## src/rtl/hwpe_engine_switch_ctrl.sv

```systemverilog
`timescale 1ns/1ps
// ---------------------------------------------------------------------------
// hwpe_engine_switch_ctrl
//
// Owns the engine select and the clock-enable pair of the two-engine HWPE
// subsystem (engine 0 = neureka, engine 1 = datamover). A software switch
// request drains the active engine, gates its clock, flips the static TCDM
// mux, ungates the new engine and then pulses done. The sequencing keeps both
// clocks from ever running together and keeps the mux still while TCDM
// transactions are in flight.
//
// Ports
//   clk_i, rst_ni        clock, asynchronous active-low reset
//   sw_valid_i/ready_o   switch request handshake, sw_tgt_i = requested engine
//   done_o               one-cycle pulse when a switch completes or aborts
//   err_o, err_clr_i     sticky error (drain timeout, counter over/underflow)
//   engine_busy_i        per-engine busy flags
//   tcdm_req_i/gnt_i     mux-side request/grant, counted as outstanding
//   tcdm_r_valid_i       mux-side response, retires one outstanding request
//   clk_en_o             per-engine clock enable
//   mux_sel_o            static TCDM mux select
//   active_valid_o       an engine has been enabled since reset
//   state_o              FSM state, for debug
// ---------------------------------------------------------------------------
module hwpe_engine_switch_ctrl #(
  parameter int MaxOutstanding = 8,
  parameter int SettleCycles   = 2,
  parameter int DrainTimeout   = 1024
) (
  input  logic       clk_i,
  input  logic       rst_ni,
  input  logic       sw_valid_i,
  input  logic       sw_tgt_i,
  output logic       sw_ready_o,
  output logic       done_o,
  output logic       err_o,
  input  logic       err_clr_i,
  input  logic [1:0] engine_busy_i,
  input  logic       tcdm_req_i,
  input  logic       tcdm_gnt_i,
  input  logic       tcdm_r_valid_i,
  output logic [1:0] clk_en_o,
  output logic       mux_sel_o,
  output logic       active_valid_o,
  output logic [2:0] state_o
);

  localparam int OutW = $clog2(MaxOutstanding + 1);
  localparam int TmoW = $clog2(DrainTimeout + 1);
  localparam int SetW = $clog2(SettleCycles + 1);

  localparam logic [OutW-1:0] OutMax     = OutW'(MaxOutstanding);
  localparam logic [TmoW-1:0] TmoLimit   = TmoW'(DrainTimeout);
  localparam logic [SetW-1:0] SettleInit = SetW'(SettleCycles);

  typedef enum logic [2:0] {
    StIdle   = 3'd0,
    StDrain  = 3'd1,
    StGate   = 3'd2,
    StSwitch = 3'd3,
    StUngate = 3'd4,
    StDone   = 3'd5
  } state_e;

  state_e          state_q, state_d;
  logic [OutW-1:0] outst_q, outst_d;
  logic [TmoW-1:0] tmo_q, tmo_d;
  logic [SetW-1:0] settle_q, settle_d;
  logic [1:0]      clk_en_q, clk_en_d;
  logic            mux_sel_q, mux_sel_d;
  logic            active_q, active_d;
  logic            target_q, target_d;
  logic            err_q, err_d;

  logic            outst_inc, outst_dec;
  logic            outst_ovf, outst_unf;
  logic            drain_ok, tmo_hit, tmo_abort;

  // Outstanding TCDM request counter. A grant and a response in the same
  // cycle cancel out; otherwise the counter saturates at both ends and the
  // offending event is reported as an error instead of wrapping.
  always_comb begin
    outst_inc = tcdm_req_i & tcdm_gnt_i;
    outst_dec = tcdm_r_valid_i;
    outst_d   = outst_q;
    outst_ovf = 1'b0;
    outst_unf = 1'b0;
    if (outst_inc && !outst_dec) begin
      if (outst_q == OutMax) begin
        outst_ovf = 1'b1;
      end else begin
        outst_d = outst_q + 1'b1;
      end
    end else if (outst_dec && !outst_inc) begin
      if (outst_q == '0) begin
        outst_unf = 1'b1;
      end else begin
        outst_d = outst_q - 1'b1;
      end
    end
  end

  // The drain check looks at the post-update count so that GATE follows the
  // cycle carrying the last response directly. A new request this cycle
  // blocks the exit even if it is not yet granted.
  assign drain_ok  = !engine_busy_i[mux_sel_q] && (outst_d == '0) && !tcdm_req_i;
  assign tmo_hit   = (tmo_q == TmoLimit);
  assign tmo_abort = (state_q == StDrain) && !drain_ok && tmo_hit;

  // State register.
  always_ff @(posedge clk_i or negedge rst_ni) begin
    if (!rst_ni) begin
      state_q <= StIdle;
    end else begin
      state_q <= state_d;
    end
  end

  // Next-state logic. In DRAIN a completed drain wins over an expiring
  // timeout, since the engine is safe to switch at that point.
  always_comb begin
    state_d = state_q;
    case (state_q)
      StIdle: begin
        if (sw_valid_i) begin
          if (!active_q) begin
            state_d = StSwitch;
          end else if (sw_tgt_i == mux_sel_q) begin
            state_d = StDone;
          end else begin
            state_d = StDrain;
          end
        end
      end
      StDrain: begin
        if (drain_ok) begin
          state_d = StGate;
        end else if (tmo_hit) begin
          state_d = StDone;
        end
      end
      StGate:   state_d = StSwitch;
      StSwitch: state_d = StUngate;
      StUngate: begin
        if (settle_q == '0) begin
          state_d = StDone;
        end
      end
      StDone:   state_d = StIdle;
      default:  state_d = StIdle;
    endcase
  end

  // Datapath updates tied to the FSM. The settle counter is loaded on the
  // way into UNGATE so that UNGATE lasts SettleCycles+1 cycles, which is
  // SettleCycles cycles of the new clock running before done.
  always_comb begin
    target_d  = target_q;
    tmo_d     = tmo_q;
    settle_d  = settle_q;
    clk_en_d  = clk_en_q;
    mux_sel_d = mux_sel_q;
    active_d  = active_q;
    case (state_q)
      StIdle: begin
        if (sw_valid_i) begin
          target_d = sw_tgt_i;
          tmo_d    = '0;
        end
      end
      StDrain: begin
        if (!drain_ok && !tmo_hit) begin
          tmo_d = tmo_q + 1'b1;
        end
      end
      StGate: begin
        clk_en_d = 2'b00;
      end
      StSwitch: begin
        mux_sel_d = target_q;
        settle_d  = SettleInit;
      end
      StUngate: begin
        clk_en_d = target_q ? 2'b10 : 2'b01;
        active_d = 1'b1;
        if (settle_q != '0) begin
          settle_d = settle_q - 1'b1;
        end
      end
      default: begin
      end
    endcase
  end

  // Sticky error; a set event in the same cycle as a clear keeps it set.
  always_comb begin
    err_d = err_q;
    if (outst_ovf || outst_unf || tmo_abort) begin
      err_d = 1'b1;
    end else if (err_clr_i) begin
      err_d = 1'b0;
    end
  end

  // Datapath registers. Reset gates both engines and returns the select to
  // engine 0 immediately, even mid-switch.
  always_ff @(posedge clk_i or negedge rst_ni) begin
    if (!rst_ni) begin
      outst_q   <= '0;
      tmo_q     <= '0;
      settle_q  <= '0;
      clk_en_q  <= 2'b00;
      mux_sel_q <= 1'b0;
      active_q  <= 1'b0;
      target_q  <= 1'b0;
      err_q     <= 1'b0;
    end else begin
      outst_q   <= outst_d;
      tmo_q     <= tmo_d;
      settle_q  <= settle_d;
      clk_en_q  <= clk_en_d;
      mux_sel_q <= mux_sel_d;
      active_q  <= active_d;
      target_q  <= target_d;
      err_q     <= err_d;
    end
  end

  // Output decode from the current state.
  always_comb begin
    sw_ready_o = (state_q == StIdle);
    done_o     = (state_q == StDone);
    state_o    = state_q;
  end

  assign clk_en_o       = clk_en_q;
  assign mux_sel_o      = mux_sel_q;
  assign active_valid_o = active_q;
  assign err_o          = err_q;

  // Safety properties of the sequencing.
  a_never_both_en : assert property (@(posedge clk_i) disable iff (!rst_ni)
    clk_en_q != 2'b11);

  a_sel_only_gated : assert property (@(posedge clk_i) disable iff (!rst_ni)
    (mux_sel_q != $past(mux_sel_q)) |-> ($past(clk_en_q) == 2'b00));

endmodule
```

## config.mk

```make
export PLATFORM = sky130hd
export DESIGN_NAME = hwpe_engine_switch_ctrl
export DESIGN_NICKNAME = d
export VERILOG_FILES = /design/src/rtl/hwpe_engine_switch_ctrl.sv
export SDC_FILE = /design/constraint.sdc
export NUM_CORES = 1
export LEC_CHECK = 0
export ABC_AREA = 1
export BUFFER_PORTS_ARGS = -buffer_cell sky130_fd_sc_hd__buf_4
export CELL_PAD_IN_SITES_DETAIL_PLACEMENT = 1
export CELL_PAD_IN_SITES_GLOBAL_PLACEMENT = 2
export CORE_MARGIN = 8
export CORE_UTILIZATION = 33
export CTS_CLUSTER_SIZE = 40
export DETAILED_ROUTE_END_ITERATION = 10
export GPL_ROUTABILITY_DRIVEN = 0
export GPL_TIMING_DRIVEN = 0
export PLACE_DENSITY_LB_ADDON = 0.1
export SYNTH_ARGS = -nofsm -noshare
export SYNTH_HDL_FRONTEND = slang
export SYNTH_SLANG_ARGS = --single-unit
```

## constraint.sdc

```tcl
create_clock -name clk_i -period 2.5 [get_ports clk_i]
set_input_delay 0.625 -clock clk_i [delete_from_list [all_inputs] [get_ports clk_i]]
set_output_delay 0.625 -clock clk_i [all_outputs]
set_load 0.02 [all_outputs]
```

---- Word-level counts from Yosys, hierarchy flattened ----
Index checks and enable logic that the tools add are counted.
storage, ports and cells
  register bits after elaboration ......... 26
  output and inout bits ................... 10
  logic and storage cells ................. 83
  bits of input ports ..................... 10
cells by class
  equal/unequal tests ..................... 13
  bitwise logic cells ..................... 1
  add/subtract/negate cells ............... 4
  mux-type cells .......................... 27
  $lt $le $gt $ge ......................... 1
  reduce and logical (&&, ||, !) cells .... 28
operator list
  kind                                                  count
  two-way mux 11 bit                                    2
  one-hot mux 11 bit (2 select lines)                   1
  two-way mux 3 bit                                     6
  two-way mux 4 bit                                     4
  one-hot mux 3 bit (5 select lines)                    1
  adder 11 x 1 -> 11 bit (second input constant)        1
  equality test 11 bit (second input constant)          1
  nonzero test 2 bit                                    5
  two-way mux 1 bit                                     9
  logical NOT 4 bit                                     2
  one-hot mux 2 bit (2 select lines)                    2
  logical AND 1 bit                                     7
  equality test 3 x 2 -> 1 bit (second input constant)  2
  equality test 3 bit (second input constant)           2
  logical NOT 1 bit                                     6
  inequality test 2 bit (second input constant)         3
  AND reduction 3 bit                                   2
  adder 4 x 1 -> 4 bit (second input constant)          1
  equality test 4 bit (second input constant)           1
  two-way mux 2 bit                                     2
  AND reduction 2 bit                                   2
  subtractor 4 x 1 -> 4 bit (second input constant)     1
  equality test 3 x 1 -> 1 bit (second input constant)  1
  logical NOT 3 bit                                     1
  8 further kinds                                       9

---- Logic depth before layout (Yosys ltp) ----
Gate-level depths: netlist of the first run.
  depth in word-level cells ............... 13
  depth in mapped cells ................... 15
  gate-level depth less buffers ........... 14

---- Worst setup path after synthesis of the first run ----
OpenSTA, ideal clock, no wires.
  path type ............................... input to register
  from .................................... input tcdm_req_i
  to ...................................... register tmo_q[0]
  stages on the path ...................... 14
  data required time ...................... 2382 ps
  setup time .............................. 118 ps
  path slack .............................. 681 ps
  arrival time ............................ 1702 ps
  path buffers ............................ 1
  cell sequence ........................... nand2_2 > nor2_4 > nand2_1 > nand2_1 > nand2_1 > nand2_1 > inv_2 > nor2_2 > nand2_2 > nand3_4 > nand2_4 > buf_8 > nand3_1 > nand2_1
between the ends
  word-level cells in the longest chain between the ends .. 12
  elaborated cells between the ends (all ways) .. 14
  those cells by class .................... eq/ne: 1; mux: 2; bitwise: 1; reduce/logical: 10
RTL lines
  element                                              line  text
  from (decl)                                          39    input logic tcdm_req_i,
  AND 1 bit (*)                                        83    outst_inc = tcdm_req_i & tcdm_gnt_i;
  logical NOT 1 bit                                    94    end else if (outst_dec && !outst_inc) begin
  logical AND 1 bit                                    94
  two-way mux 4 bit                                    94
  two-way mux 4 bit (*)                                88    if (outst_inc && !outst_dec) begin
  named net outst_d[0]                                 66    logic [OutW-1:0] outst_q, outst_d;
  logical NOT 4 bit (*)                                106   assign drain_ok = !engine_busy_i[mux_sel_q] && (outst_d == '0) && !tcdm_req_i;
  logical AND 1 bit (*) (2 in a row)                   106
  logical NOT 1 bit (*)                                172   if (!drain_ok && !tmo_hit) begin
  logical AND 1 bit (*)                                172
  inequality test 2 x 1 -> 1 bit (no source line) (*)  n/a
  AND reduction 3 bit (no source line) (*)             n/a
  to (signal assigned)                                 219   tmo_q <= tmo_d;
  to (decl)                                            67    logic [TmoW-1:0] tmo_q, tmo_d;
The timed path passes the listed nets; every way through them passes the cells marked *.
A chain may end at the register's enable or synchronous reset.

---- Worst setup path in the final report of the first run ----
  from .................................... register outst_q[0]
  to ...................................... register tmo_q[0]
between the ends
  word-level cells in the longest chain between the ends .. 11
  elaborated cells between the ends (all ways) .. 15
  those cells by class .................... add/sub: 2; eq/ne: 2; mux: 4; reduce/logical: 7
RTL lines
  element                                                                line    text
  from (decl)                                                            66
  from (signal assigned)                                                 218     outst_q <= outst_d;
  subtractor 4 x 1 -> 4 bit / logical NOT 4 bit (equally long branches)  98, 95
  two-way mux 4 bit                                                      95      if (outst_q == '0) begin
  two-way mux 4 bit                                                      94
  two-way mux 4 bit (*)                                                  88
  named net outst_d[3]                                                   66
  logical NOT 4 bit (*)                                                  106
  logical AND 1 bit (*) (2 in a row)                                     106
  logical NOT 1 bit (*)                                                  172
  logical AND 1 bit (*)                                                  172
  inequality test 2 x 1 -> 1 bit (no source line) (*)                    n/a
  AND reduction 3 bit (no source line) (*)                               n/a
Marks and branches as above.

==> results.py, run 1 <==
metrics = {
    "layout": {
        "final_nets": 264,
        "multiInputGateArea_sq_um": 861,
        "final_core_util_pct": 39.4,
        "seq_area_sq_um": 651,
        "diodes": 0,
        "fillCellCount": 645,
        "syn2layout_area_growth_pct": 18.1,
        "final_layout_size_suffix_gt1_share_pct": 16.9,
    },
    "sta": {
        "slew_headroom_pct": 67.9,
        "rsz0062_at_grt": "false",
        "fmax_mhz": 472,
        "hold_viol": 0,
        "finalSetupTns_ns": 0,
        "maxSlewViolCount": 0,
        "finalCritPeriodShare_pct": 84.7,
        "worst_slack_ns": 0.383,
        "fin_crit_ns": 2.12,
        "skew_ns": 0.00718,
        "finalSetupViolCount": 0,
        "worst_slew_pin_slew_ns": 0.479,
    },
    "cts": {
        "clockBufferDepth": 2,
        "postCtsSetupBuffers": 0,
        "cts_tree": "yes",
        "numCtsBuffers": 3,
        "cts_max_level": 1,
        "ctsHoldBuffers": 0,
        "cts_resized": 0,
        "cts_sinks": 26,
        "cts_root_buf": "clkbuf_8",
        "path_clk_slew_ns": 0.10,
        "insertion_delay_ns": 0.29,
    },
    "hold_path": {
        "hold_class": "input port to asynchronous set/reset pin",
    },
    "drt": {
        "drc": 0,
        "num_vias": 1488,
        "routed_wl_mm": 4.21,
        "wl_per_cell_um": 13.3,
        "dr.pass1.iters": 4,
        "ant_nets": 0,
        "drt-initial-drc-count": 45,
        "via_per_inst": 4.68,
    },
    "worst_setup_path": {
        "critPathCaptureType": "register",
        "cpPeakStageDelay_ns": 0.42,
        "path_cells": "inv_1, ha_1, nand3_1, nor2_1, nor2_1, nand3_1, nand2_1, nor2_1, nand2_2, nand3_4, nand2_4, buf_8, nand3_1, nand2_1",
        "required_ns": 2.68,
        "crit_path_start_kind": "register",
        "cp_data_arrival_time_ns": 2.29,
        "cp_max_fo": 10,
        "worst_path_max_delay_cell": "dfrtp_1",
        "crit_buf_inv": 2,
        "setup.worst_path.class": "register to register",
        "path_delay_family": "simple AND/OR/NAND/NOR gates",
    },
    "yosys": {
        "yosys.cell_count.top_type": "nand2_1",
        "synth_edf_count": 0,
        "syn_area_sq_um": 1660,
        "yosys_register_bits": 26,
        "yosysTopAreaCell": "dfrtp_1",
        "synth_cells": 225,
        "seq_area_frac_synth_pct": 39.2,
        "postSynthAreaPerCell_sq_um": 7.38,
        "synth-async-reset-ratio_pct": 100,
        "synth.area.top_cells": "dfrtp_1, nand2_1, inv_1",
        "ys.warnings.count": 0,
        "synth_top_area_share_pct": 39.2,
        "synth.distinct_cells": 31,
        "ys.flop_type": "dfrtp_1",
        "synth_commonest_cells": "nand2_1, inv_1, dfrtp_1",
        "syn-num-nets": 240,
    },
    "power": {
        "peakVddDrop_v": 0.000387,
        "p_leak_uw": 0.000973,
        "powerDensity_nw_per_um2": 1020,
    },
    "floorplanning": {
        "initial_core_util_pct": 33.4,
        "chipHeight_um": 87.0,
        "pin_count": 20,
        "fp.dieW_um": 87.0,
        "die_area_sq_um": 7560,
        "rows": 26,
        "core_sq_um": 4980,
    },
    "global_route": {
        "grt_overflow_total": 0,
        "grt_max_degree": 27,
        "track_usage_pct": 12.5,
        "first_global_vias": 1560,
        "grt_pass1_wl_mm": 7.42,
        "antenna_found_initial": 0,
    },
    "placed_design": {
        "dpl.hpwl_mm": 3.32,
        "pre_cts_ws_ns": 0.244,
        "port_buffers": 19,
    },
    "run_status": {
        "outcome": "finished, final reports clean",
    },
    "flow_run": {
        "drv_cap": 0,
    },
}
## power breakdown
group,total (uW),switching (uW),internal (uW)
Combinational,960,609,352
Sequential,669,128,541
Clock,365,150,215
## per-stage QoR
step | total power [uW] | cells | area, sq um | hold slack [ns]
final | 1990 | 318 | 1960 | 0.236
after CTS | 2030 | 318 | 1960 | 0.244
after detailed placement | 1660 | 314 | 1890 | 0.515
after floorplan | 1340 | 225 | 1660 | 0.329
after global placement | 1650 | 314 | 1890 | 0.501
after global routing | 2200 | 318 | 1960 | 0.254
## cells in the final DEF, fill, tap and decap left out
cell        n
dfrtp_1    26
o211ai_1    1
nor3b_1     1
nand2_1    54
buf_8       1
clkbuf_8    3
nand4_1     3
xnor2_1     3
nand3_4     1
a31oi_1     1
ha_1        5
nand3_1    23
o31ai_1     1
nor2_2      1
nor3_1      9
buf_4      19
and3_1      1
nand2_4     1
a21oi_2     1
inv_1      31
nand2_2     5
nor2_4      1
a21oi_1     5
nor3_2      1
o21ai_0     6
clkinv_1    1
clkbuf_1    1
inv_2       3
bufinv_16   1
nor2_1     25
o21bai_1    1
o21ai_2     4
xor2_1      7
o22ai_1     1
## per-layer routing
metal	wire [um]	GRT usage (%)	vias to the layer above	part of all wire (%)
met5	0	0	-	0
met4	73	5.16	0	1.7
met3	162	2.26	5	3.8
met2	1960	20.9	13	47
met1	2010	15.3	709	48
li1	-	-	761	-
## path summary, 6_finish.rpt
check	from	endpoint	slack (ns)	depth (start not counted)
max	outst_q[0]	tmo_q[0]	0.38	14
min	rst_ni	settle_q[0]	0.24	1
max reg2reg	outst_q[0]	tmo_q[0]	0.38	14
min reg2reg	err_o	err_o	0.53	2
max in group asynchronous	rst_ni	outst_q[3]	1.99	1
min in group clk_i	err_o	err_o	0.53	2
## registers in the layout, summed over array words and instances (netlist names)
name	count
tmo_q	11
outst_q	4
settle_q	2
active_valid_o	1
target_q	1
state_o	3
err_o	1
clk_en_o	2
mux_sel_o	1
## final cells by class
cell class                 instances  area share (%)
multi-input combinational        162            43.8
sequential                        26            33.1
timing repair buffer              19            7.27
inverter                          35            6.69
tap                               70            4.46
clock buffer                       3            2.10
clock inverter                     1            1.53
buffer                             2           0.956
## logic make-up after synthesis
group | Yosys count | share of synthesized area, %
AND/OR/NAND/NOR | 126 | 34.7
flip-flops | 26 | 39.2
XOR/XNOR | 10 | 5.27
adder cells (fa/ha/maj) | 5 | 3.77
buffers and inverters | 37 | 9.04
AO/OA/AOI/OAI | 21 | 8.06
No activity file was read; power rests on OpenSTA's default activity.
==> run 2, diff against run 1 <==
--- a/config.mk
+++ b/config.mk
@@ -10,7 +10,7 @@
 export CELL_PAD_IN_SITES_DETAIL_PLACEMENT = 1
 export CELL_PAD_IN_SITES_GLOBAL_PLACEMENT = 2
 export CORE_MARGIN = 8
-export CORE_UTILIZATION = 33
+export CORE_UTILIZATION = 30
 export CTS_CLUSTER_SIZE = 40
 export DETAILED_ROUTE_END_ITERATION = 10
 export GPL_ROUTABILITY_DRIVEN = 0
==> constraint.sdc (replaced) <==
create_clock -name clk_i -period 1.9 [get_ports clk_i]
set_input_delay 0.475 -clock clk_i [delete_from_list [all_inputs] [get_ports clk_i]]
set_output_delay 0.475 -clock clk_i [all_outputs]
set_load 0.02 [all_outputs]
==> run 2 against run 1 <==
Effect of this change: global-route usage is 1.2 points lower; core utilization is essentially flat; via count rose by 1.5%; non-clock buffer count is 8 higher; first-iteration DRC count is 31% lower; total power is 49% higher; critical path type unchanged.
==> results.py, run 2 (synthesis results as in run 1) <==
metrics = {
    "run_status": {
        "outcome": "finished, final reports clean",
    },
    "cts": {
        "numCtsBuffers": 3,
        "insertion_delay_ns": 0.28,
        "cts_sinks": 26,
        "cts_tree": "yes",
        "clockBufferDepth": 2,
        "cts_root_buf": "clkbuf_8",
        "cts_max_level": 1,
        "path_clk_slew_ns": 0.10,
        "ctsHoldBuffers": 0,
    },
    "layout": {
        "final_cell_mix": "nand2_1, inv_1, dfrtp_1",
        "final_nets": 272,
        "final_layout_size_suffix_gt1_share_pct": 26.2,
        "regMostFlops": "tmo_q",
        "multiInputGateArea_sq_um": 963,
        "final_common_cell": "nand2_1",
        "fillCellCount": 695,
        "diodes": 0,
        "largest_reg_flops": 11,
        "seq_area_sq_um": 651,
        "syn2layout_area_growth_pct": 29.0,
    },
    "worst_setup_path": {
        "required_ns": 2.08,
        "cp_max_fo": 8,
        "r2r-start": "outst_q[0]",
        "cp_data_arrival_time_ns": 2.05,
        "reg2regPathDepth": 14,
        "critPathCaptureType": "register",
        "r2r_end": "tmo_q[4]",
        "crit_path_start_kind": "register",
        "r2r_slack_ns": 0.03,
        "setup.worst_path.class": "register to register",
    },
    "drt": {
        "via_per_inst": 4.60,
        "routed_wl_mm": 4.48,
        "dr.pass1.iters": 4,
        "num_vias": 1510,
        "drt-initial-drc-count": 31,
        "drc": 0,
        "ant_nets": 0,
        "wl_per_cell_um": 13.6,
    },
    "power": {
        "p_total_uw": 2970,
        "peakVddDrop_v": 0.000513,
        "p_leak_uw": 0.00103,
        "powerDensity_nw_per_um2": 1390,
    },
    "sta": {
        "rsz0062_at_grt": "true",
        "fmax_mhz": 535,
        "finalCritPeriodShare_pct": 98.3,
        "slew_headroom_pct": 74.1,
        "finalSetupTns_ns": 0,
        "skew_ns": 0.00196,
        "worst_slew_pin_slew_ns": 0.386,
        "worst_slack_ns": 0.0319,
        "whs_ns": 0.0971,
        "hold_viol": 0,
        "fin_crit_ns": 1.87,
        "maxSlewViolCount": 0,
        "finalSetupViolCount": 0,
    },
    "placed_design": {
        "port_buffers": 19,
        "dpl.hpwl_mm": 3.32,
        "pre_cts_ws_ns": -0.302,
    },
    "global_route": {
        "track_usage_pct": 11.3,
        "grt_pass1_wl_mm": 7.68,
        "grt_max_degree": 27,
        "antenna_found_initial": 0,
        "first_global_vias": 1557,
        "grt_overflow_total": 0,
    },
    "hold_path": {
        "hold_class": "input port to asynchronous set/reset pin",
    },
    "floorplanning": {
        "die_area_sq_um": 8180,
        "fp.dieW_um": 90.4,
        "pin_count": 20,
        "rows": 27,
        "core_sq_um": 5440,
        "chipHeight_um": 90.4,
        "initial_core_util_pct": 30.5,
    },
    "flow_run": {
        "drv_cap": 0,
    },
}
[run 2: cell type report]
cell class / count / share of cell area (%)
Multi-Input combinational cell: 162 / 45.0
Sequential cell: 26 / 30.4
Timing Repair Buffer: 27 / 10.6
Inverter: 35 / 6.19
Tap cell: 72 / 4.20
Clock buffer: 4 / 2.57
Buffer: 2 / 1.11
[run 2: repair_timing]
item                                    in CTS  in global routing
endpoints found under the setup margin      16                 14
gates cloned                                 0                  1
gates resized for setup                     10                 18
pin swaps                                    1                  9
setup buffers                                3                  4
[run 2: per-stage QoR]
stage | cells | instance area [sq um] | util [%]
6_report | 328 | 2140 | 39.4
5_1_grt | 328 | 2140 | 39.4
4_1_cts | 323 | 2010 | 37.0
3_5_place_dp | 316 | 1890 | 34.8
3_3_place_gp | 316 | 1890 | 34.8
2_1_floorplan | 225 | 1660 | -
[run 2: power by group]
part           internal (uW)  switching [uW]
clock                    186             192
combinational            734             993
sequential               708             161
[run 2: worst max-delay path, cell delays in order, from the launching register on]
cell,delay [ns]
dfrtp_1,0.41
inv_2,0.10
ha_4,0.17
nand3_4,0.09
nor2_4,0.13
nor2_2,0.05
nand3_2,0.08
nand2_2,0.07
nor2_2,0.11
nand2_2,0.09
nand3_4,0.11
nand2_8,0.09
clkbuf_16,0.18
nand2_2,0.05
nand2_1,0.04
[run 2: per-layer routing]
layer,global-route usage [%],vias up,share of wire [%]
met3,2.16,5,3.1
met5,0,-,0
met2,18.5,16,47
li1,-,782,-
met4,3.74,0,1.4
met1,14.5,707,49
[run 2: worst max-delay path by stage]
stage	start	end	slack, ns
global placement	outst_q[0]	tmo_q[1]	-0.29
finish	outst_q[0]	tmo_q[4]	0.03
detailed placement	outst_q[0]	tmo_q[1]	-0.30
floorplan	outst_q[0]	tmo_q[0]	0.11
global route	outst_q[0]	tmo_q[1]	-0.08
CTS	outst_q[0]	tmo_q[0]	0.02
==> run 3, diff against run 2 <==
--- a/config.mk
+++ b/config.mk
@@ -14,7 +14,7 @@
 export CTS_CLUSTER_SIZE = 40
 export DETAILED_ROUTE_END_ITERATION = 10
 export GPL_ROUTABILITY_DRIVEN = 0
-export GPL_TIMING_DRIVEN = 0
+export GPL_TIMING_DRIVEN = 1
 export PLACE_DENSITY_LB_ADDON = 0.1
 export SYNTH_ARGS = -nofsm -noshare
 export SYNTH_HDL_FRONTEND = slang
==> run 3 against run 2 <==
Effect of this change: total power rose by 2.8%; first-iteration DRC count up 65%; design area increased by 3.7%; register-to-register slack better by 0.08 ns; clock skew increased by 0.0075 ns; clock power increased by 27%; non-clock buffer count increased by 2; wire length increased by 4.1%; critical endpoint is now sw_ready_o; highest routed layer unchanged.
==> results.py, run 3 (synthesis results as in run 1) <==
metrics = {
    "floorplanning": {
        "initial_core_util_pct": 30.5,
        "fp.dieW_um": 90.4,
        "core_sq_um": 5440,
        "die_area_sq_um": 8180,
        "rows": 27,
        "pin_count": 20,
        "chipHeight_um": 90.4,
    },
    "layout": {
        "final_nets": 275,
        "largest_reg_flops": 11,
        "fillCellCount": 691,
        "final_cell_mix": "nand2_1, inv_1, dfrtp_1, buf_4, nor2_1",
        "final_common_cell": "nand2_1",
        "final_core_util_pct": 40.9,
        "diodes": 0,
        "final_layout_size_suffix_gt1_share_pct": 32.8,
        "syn2layout_area_growth_pct": 33.7,
        "design_area_sq_um": 2220,
        "regMostFlops": "tmo_q",
        "seq_area_sq_um": 651,
        "multiInputGateArea_sq_um": 1020,
    },
    "global_route": {
        "grt_pass1_wl_mm": 7.89,
        "track_usage_pct": 11.7,
        "first_global_vias": 1618,
        "antenna_found_initial": 0,
        "grt_max_degree": 27,
        "grt_overflow_total": 0,
    },
    "worst_setup_path": {
        "reg2regPathDepth": 14,
        "endpoint": "sw_ready_o",
        "path_depth": 4,
        "required_ns": 1.42,
        "startpoint": "state_o[1]",
        "cpPeakStageDelay_ns": 0.44,
        "r2r_end": "state_o[2]",
        "setup.worst_path.class": "register to primary output",
        "crit_path_start_kind": "register",
        "crit_buf_inv": 2,
        "cp_data_arrival_time_ns": 1.32,
        "r2r_slack_ns": 0.11,
        "path_cells": "nor2_1, inv_1, nor2_2, buf_4",
        "cp_max_fo": 5,
        "worst_path_max_delay_cell": "dfrtp_1",
        "path_delay_family": "flip-flops",
        "r2r-start": "outst_q[1]",
        "critPathCaptureType": "primary output",
    },
    "drt": {
        "num_vias": 1541,
        "routed.top_layer": "met4",
        "drt-initial-drc-count": 51,
        "m1WireLength_mm": 2.24,
        "met3_wirelength_um": 107,
        "drc": 0,
        "wl_per_cell_um": 14.1,
        "routed_wl_mm": 4.66,
        "dr.pass1.iters": 4,
        "ant_nets": 0,
        "dr_wl_met2_mm": 2.25,
        "via_per_inst": 4.66,
    },
    "sta": {
        "finalCritPeriodShare_pct": 94.6,
        "fmax_mhz": 556,
        "maxSlewViolCount": 0,
        "hold_viol": 0,
        "fin_crit_ns": 1.80,
        "skew_ns": 0.00948,
        "finalSetupViolCount": 0,
        "rsz0062_at_grt": "true",
        "slew_headroom_pct": 74.3,
        "worst_slack_ns": 0.102,
        "worst_slew_pin_slew_ns": 0.384,
    },
    "placed_design": {
        "dpl.hpwl_mm": 3.47,
        "placed_cell_area_sq_um": 1970,
        "pre_cts_ws_ns": -0.0285,
        "port_buffers": 19,
    },
    "cts": {
        "ctsHoldBuffers": 0,
        "cts_sinks": 26,
        "cts_max_level": 1,
        "insertion_delay_ns": 0.28,
        "path_clk_slew_ns": 0.10,
        "clockBufferDepth": 2,
        "numCtsBuffers": 3,
        "cts_tree": "yes",
        "cts_root_buf": "clkbuf_8",
    },
    "power": {
        "powerDensity_nw_per_um2": 1380,
        "peakVddDrop_v": 0.000467,
        "p_total_uw": 3060,
        "p_leak_uw": 0.00105,
    },
    "hold_path": {
        "hold_class": "input port to asynchronous set/reset pin",
    },
    "run_status": {
        "outcome": "finished, final reports clean",
    },
    "flow_run": {
        "drv_cap": 0,
    },
}
run 3: changes by cell type in the layout (fill, tap and decap cells not counted), sizes merged:
cell / delta
buf: +4
bufinv: +1
nand2: +1
clkbuf: -3
run 3: timing repair:
action	CTS	global route
gates resized for setup	4	40
pin swaps	1	19
cloned	0	1
hold endpoints to repair	0	0
setup buffers	0	1
endpoints found under the setup margin	9	13
run 3: area by class of cell:
cell class / count / area share, %
Timing Repair Buffer: 31 / 11.7
Multi-Input combinational cell: 163 / 45.8
Inverter: 35 / 5.91
Clock buffer: 3 / 1.86
Tap cell: 72 / 4.05
Clock inverter: 1 / 1.35
Sequential cell: 26 / 29.3
run 3: layer usage:
layer / track usage (%) / vias to the layer above
met5: 0 / -
met4: 4.16 / 0
met3: 2.00 / 5
met2: 19.2 / 14
met1: 15.1 / 738
li1: - / 784
run 3: power breakdown:
group | internal (uW) | switching (uW) | total [uW]
logic | 676 | 1030 | 1710
clock network | 283 | 197 | 479
registers | 707 | 163 | 871
run 3: how the worst min path moves through the flow:
stage               startpoint              to  slack [ns]  cells past startpoint
floorplan               rst_ni  active_valid_o        0.18                      0
global placement        rst_ni     settle_q[0]        0.42                      1
detailed placement      rst_ni       mux_sel_o        0.42                      1
CTS                     rst_ni       mux_sel_o         0.1                      1
global route            rst_ni       mux_sel_o        0.11                      1
finish                  rst_ni       mux_sel_o        0.08                      1
run 3: stage by stage:
stage	instances	setup TNS (ns)	hold WS [ns]
after floorplan	225	0	0.179
after global placement	325	0	0.415
after detailed placement	325	-0.141	0.418
after CTS	329	0	0.0956
after global routing	331	-0.00252	0.106
final	331	0	0.0836
